**src/rtl/psw_debounce_pkg.sv**
```systemverilog
// Shared constants for the push-button conditioner and a helper that sizes the
// sample prescaler counter.
package psw_debounce_pkg;

  localparam int PSW_N           = 20;
  localparam int PSW_DIV_DEFAULT = 50000;
  localparam int PSW_K_DEFAULT   = 4;
  localparam int PSW_DIV_SIM     = 4;

  // Counter width for a 0..div-1 count; a 1-bit floor keeps tiny dividers legal.
  function automatic int psw_cnt_width(input int div);
    return (div > 1) ? $clog2(div) : 1;
  endfunction

endpackage

```
**src/rtl/psw_debounce_bit.sv**
```systemverilog
// One switch channel: two-flop synchroniser, tick-sampled history, debounced
// level and single-cycle press/release pulses.
module psw_debounce_bit
  import psw_debounce_pkg::*;
#(
  parameter int K = PSW_K_DEFAULT
) (
  input  logic sys_clock,
  input  logic reset,
  input  logic sample_tick,
  input  logic psw_raw_n,
  output logic pressed,
  output logic press_pulse,
  output logic release_pulse
);

  logic         s1_q, s1_d;
  logic         s2_q, s2_d;
  logic [K-1:0] hist_q, hist_d;
  logic         pressed_q, pressed_d;
  logic         press_pulse_q, press_pulse_d;
  logic         release_pulse_q, release_pulse_d;

  always_comb begin
    s1_d            = ~psw_raw_n;
    s2_d            = s1_q;
    hist_d          = hist_q;
    pressed_d       = pressed_q;
    press_pulse_d   = 1'b0;
    release_pulse_d = 1'b0;
    // State is judged against the history including the sample taken this tick.
    if (sample_tick) begin
      hist_d = {hist_q[K-2:0], s2_q};
      if (!pressed_q && (&hist_d)) begin
        pressed_d     = 1'b1;
        press_pulse_d = 1'b1;
      end else if (pressed_q && !(|hist_d)) begin
        pressed_d       = 1'b0;
        release_pulse_d = 1'b1;
      end
    end
  end

  always_ff @(posedge sys_clock or negedge reset) begin
    if (!reset) begin
      s1_q            <= 1'b0;
      s2_q            <= 1'b0;
      hist_q          <= '0;
      pressed_q       <= 1'b0;
      press_pulse_q   <= 1'b0;
      release_pulse_q <= 1'b0;
    end else begin
      s1_q            <= s1_d;
      s2_q            <= s2_d;
      hist_q          <= hist_d;
      pressed_q       <= pressed_d;
      press_pulse_q   <= press_pulse_d;
      release_pulse_q <= release_pulse_d;
    end
  end

  assign pressed       = pressed_q;
  assign press_pulse   = press_pulse_q;
  assign release_pulse = release_pulse_q;

endmodule

```
**src/rtl/psw_debounce.sv**
```systemverilog
// Push-button input conditioner: shared sample prescaler feeding N independent
// debounce channels.
module psw_debounce
  import psw_debounce_pkg::*;
#(
  parameter int N   = PSW_N,
  parameter int DIV = PSW_DIV_DEFAULT,
  parameter int K   = PSW_K_DEFAULT
) (
  input  logic         sys_clock,
  input  logic         reset,
  input  logic [N-1:0] psw_raw,
  output logic [N-1:0] pressed,
  output logic [N-1:0] press_pulse,
  output logic [N-1:0] release_pulse,
  output logic         any_pressed,
  output logic         sample_tick
);

  localparam int            CW      = psw_cnt_width(DIV);
  localparam logic [CW-1:0] CNT_MAX = CW'(DIV - 1);

  logic [CW-1:0] cnt_q, cnt_d;

  always_comb begin
    cnt_d = cnt_q + 1'b1;
    if (cnt_q == CNT_MAX) cnt_d = '0;
  end

  always_ff @(posedge sys_clock or negedge reset) begin
    if (!reset) cnt_q <= '0;
    else        cnt_q <= cnt_d;
  end

  // Decoded straight from the counter so it is low throughout reset.
  assign sample_tick = (cnt_q == CNT_MAX);
  assign any_pressed = |pressed;

  for (genvar i = 0; i < N; i++) begin : g_bit
    psw_debounce_bit #(.K(K)) u_bit (
      .sys_clock     (sys_clock),
      .reset         (reset),
      .sample_tick   (sample_tick),
      .psw_raw_n     (psw_raw[i]),
      .pressed       (pressed[i]),
      .press_pulse   (press_pulse[i]),
      .release_pulse (release_pulse[i])
    );
  end

endmodule

```
**config.mk**
```make
export PLATFORM = sky130hd
export DESIGN_NAME = psw_debounce
export DESIGN_NICKNAME = d
export VERILOG_FILES = /design/src/rtl/psw_debounce_pkg.sv /design/src/rtl/psw_debounce_bit.sv /design/src/rtl/psw_debounce.sv
export SDC_FILE = /design/constraint.sdc
export NUM_CORES = 1
export LEC_CHECK = 0
export ABC_AREA = 1
export CORE_ASPECT_RATIO = 2
export CORE_UTILIZATION = 45
export CTS_CLUSTER_DIAMETER = 30
export DETAILED_ROUTE_END_ITERATION = 16
export HOLD_SLACK_MARGIN = 0.03
export PLACE_DENSITY = 0.78
export SYNTH_ARGS = -nofsm -noshare
export SYNTH_HDL_FRONTEND = slang
export SYNTH_SLANG_ARGS = --single-unit
```
**constraint.sdc**
```tcl
create_clock -name sys_clock -period 2.2 [get_ports sys_clock]
set_input_delay 0.22 -clock sys_clock [delete_from_list [all_inputs] [get_ports sys_clock]]
set_output_delay 0.22 -clock sys_clock [all_outputs]
set_load 0.02 [all_outputs]
```
==> metrics.cfg <==
[sta]
drv_slew = 0
skew_ps = 7.86
max_freq_mhz = 483
slew_headroom_pct = 67.8
hold_violations = 0
final.setup.tns_ps = 0
min_period_ps = 2070
grt_setup_unrepaired = false
period_share_pct = 94.2
setup_violations = 0
worst_pin_slew_ps = 483

[critical_path]
critPathMaxStageDelay_ps = 370
cpLargestDelayFamily = simple AND/OR/NAND/NOR gates
required_ps = 1980
cp.arrival_ps = 1850
path_cells = ha_1 -> nand3_2 -> nor2_4 -> nand2_4 -> inv_2 -> dlygate4sd2_1
critPathKind = flip-flop to output port
critPathSlowestCell = dfrtp_1
critical_path.max_fanout = 6
cp-end-kind = output port
setup.worst_path.start_class = flip-flop
path_buf_inv = 2

[routing]
vias = 5079
routed_wl_mm = 13.7
avgRoutedWirePerCell_um = 12.7
drt-pass1-iter-count = 5
drt_first_iter_violations = 265
detail-route-antenna-nets = 0
drcViolationCount = 0
via_per_inst = 4.71

[clock_tree]
cts_setup_buffers = 0
clockBufferDepth = 2
cts_sinks = 176
cts_root_buffer = clkbuf_16
numCtsBuffers = 17
clkLatencyLatePin_ps = 420
clk_pin_slew_worst_paths_ps = 70
cts_max_level = 4
tritoncts = yes

[placed_design]
port_buffers = 83
placed_cell_area_um2 = 8040
gp_congestion = 0.867
dp_hpwl_mm = 9.10

[worst_hold_path]
hold_path.class = primary input to flip-flop

[power]
ir_drop_mv = 0.439
leakagePower_nw = 4.72
p_per_area_nw_per_um2 = 732

[cells_and_area]
fillCellCount = 1422
fin_nets = 885
stdcell_area_um2 = 8610
syn_to_final_growth_pct = 15.5
diodes = 0
layout-drive-gt1-share_pct = 5.49

[synth]
yosys.area.top_type = dfrtp_1
synthCells = 833
syn-cell-area_um2 = 7460
ys_types = 25
synthesis.nets = 856
seq_area_frac_synth_pct = 59.1
synth.top_cell.area_share_pct = 59.1
yosysWarningCount = 0
ys_ff_latch = 176
synthTopCellsByArea = dfrtp_1 59%, nand2_1 11%, inv_1 7.9%
avgSynthCellArea_um2 = 8.95

[outcome]
outcome = complete, no violations

[floorplanning]
start_util_pct = 45.8
die_w_um = 93.0
core_area_um2 = 16300
die_y_um = 184
num_rows = 66
die-area_um2 = 17100
boundaryPins = 84

[global_routing]
gr-total-overflow = 0
grt_pass1_vias = 5183
antenna_found_initial = 0
grt.total_usage_pct = 17.7
grt_pass1_wl_mm = 23.5
grt_start_max_net_pins = 105

[job]
drv_cap = 0

## where the power goes
part | switching [mW] | internal, mW | total (mW)
combinational | 0.0803 | 0.0502 | 0.131
clock | 1.28 | 1.61 | 2.89
sequential | 0.0172 | 3.27 | 3.29
## logic make-up after synthesis
logic type                 after synthesis  share of synthesized area [%]
xor gates and xnor gates                 6                          0.705
AOI/OAI and AO/OA                       44                           3.05
and+or+nand+nor                        366                           21.0
buffers and inverters                  240                           16.1
adders and majority gates                1                          0.168
DFF                                    176                           59.1
## state kept, by name, indices dropped and copies added (netlist names)
signal and cells:
g_bit.u_bit.release_pulse 20, g_bit.u_bit.press_pulse 20, g_bit.u_bit.s1_q 20, g_bit.u_bit.s2_q 20, cnt_q 16, g_bit.u_bit.hist_q 60
g_bit.u_bit.pressed 20
## routing by layer
layer	up-vias	GRT usage (%)	share of wire, %
li1	2521	-	-
met2	117	31.6	55
met1	2414	19.5	39
met5	-	0	0
met3	27	3.80	3.1
met4	0	9.17	2.9
## through the flow
step	worst slack (ps)	util [%]	cells	hold WS, ps	total power [mW]
after floorplan	734	-	833	-75.6	3.37
after global placement	345	49.4	1046	196	3.48
after detailed placement	292	49.4	1046	199	3.49
after CTS	100	52.9	1078	249	6.38
after global routing	9.89	52.9	1078	265	6.54
final	128	52.9	1078	266	6.31
## final cells by class
cell class	instances	area [µm²]	area share, %
clock inverter	13	128	1.48
timing repair buffer	91	930	10.8
clock buffer	18	439	5.10
sequential	176	4400	51.1
tap	204	255	2.96
multi-input combinational	417	1860	21.6
inverter	159	597	6.93
## worst paths after layout
| path | startpoint | end | slack (ps) | cells past startpoint |
|---|---|---|---|---|
| max in group asynchronous | reset | g_bit[6].u_bit.pressed | 1170 | 3 |
| min | psw_raw[16] | g_bit[16].u_bit.s1_q | 270 | 2 |
| max reg2reg | cnt_q[0] | g_bit[6].u_bit.pressed | 340 | 7 |
| min reg2reg | g_bit[18].u_bit.s1_q | g_bit[18].u_bit.s2_q | 350 | 0 |
| max | cnt_q[0] | sample_tick | 130 | 6 |
| min in group asynchronous | reset | g_bit[0].u_bit.s1_q | 310 | 2 |
## worst reg2reg max path: cells and delay by family (launching register included)
family,cells,cell delay (ps)
DFF,1,370
and+or+nand+nor,5,710
adders and majority gates,1,230
buffers and inverters,1,440
## placed cells by master (no fill, tap or decap), drive strengths merged, types with 2 or more instances in the layout
cell type,synthesis,layout
nor2,69,69
clkbuf,2,18
clkdlybuf4s50,0,80
clkinv,0,4
dlygate4sd2,0,2
nand4,43,43
nor3,5,5
buf,79,8
inv,159,165
o21ai,43,43
nand3,36,36
dfrtp,176,176
nand2,211,211
xor2,5,5
clkinvlp,0,2
## Yosys cell counts
cell / instances
nand2_1: 209
dfrtp_1: 176
inv_1: 157
nor2_1: 67
buf_4: 62
nand4_1: 43
o21ai_1: 38
nand3_1: 35
buf_2: 9
buf_6: 7
nor3_1: 5
xor2_1: 5
o21ai_0: 3
clkbuf_1: 2
inv_2: 2
nand2_2: 2
nor2_4: 2
o21ai_2: 2
a21oi_1: 1
buf_1: 1
ha_1: 1
nand3_2: 1
nor2b_1: 1
nor4_1: 1
xnor2_1: 1
## timing repair
action,4_1_cts,5_1_grt
hold buffers,1,0
gates resized for setup,2,0
hold endpoints to repair,48,0
endpoints found under the setup margin,2,0
No activity file was read; power rests on OpenSTA's default activity.
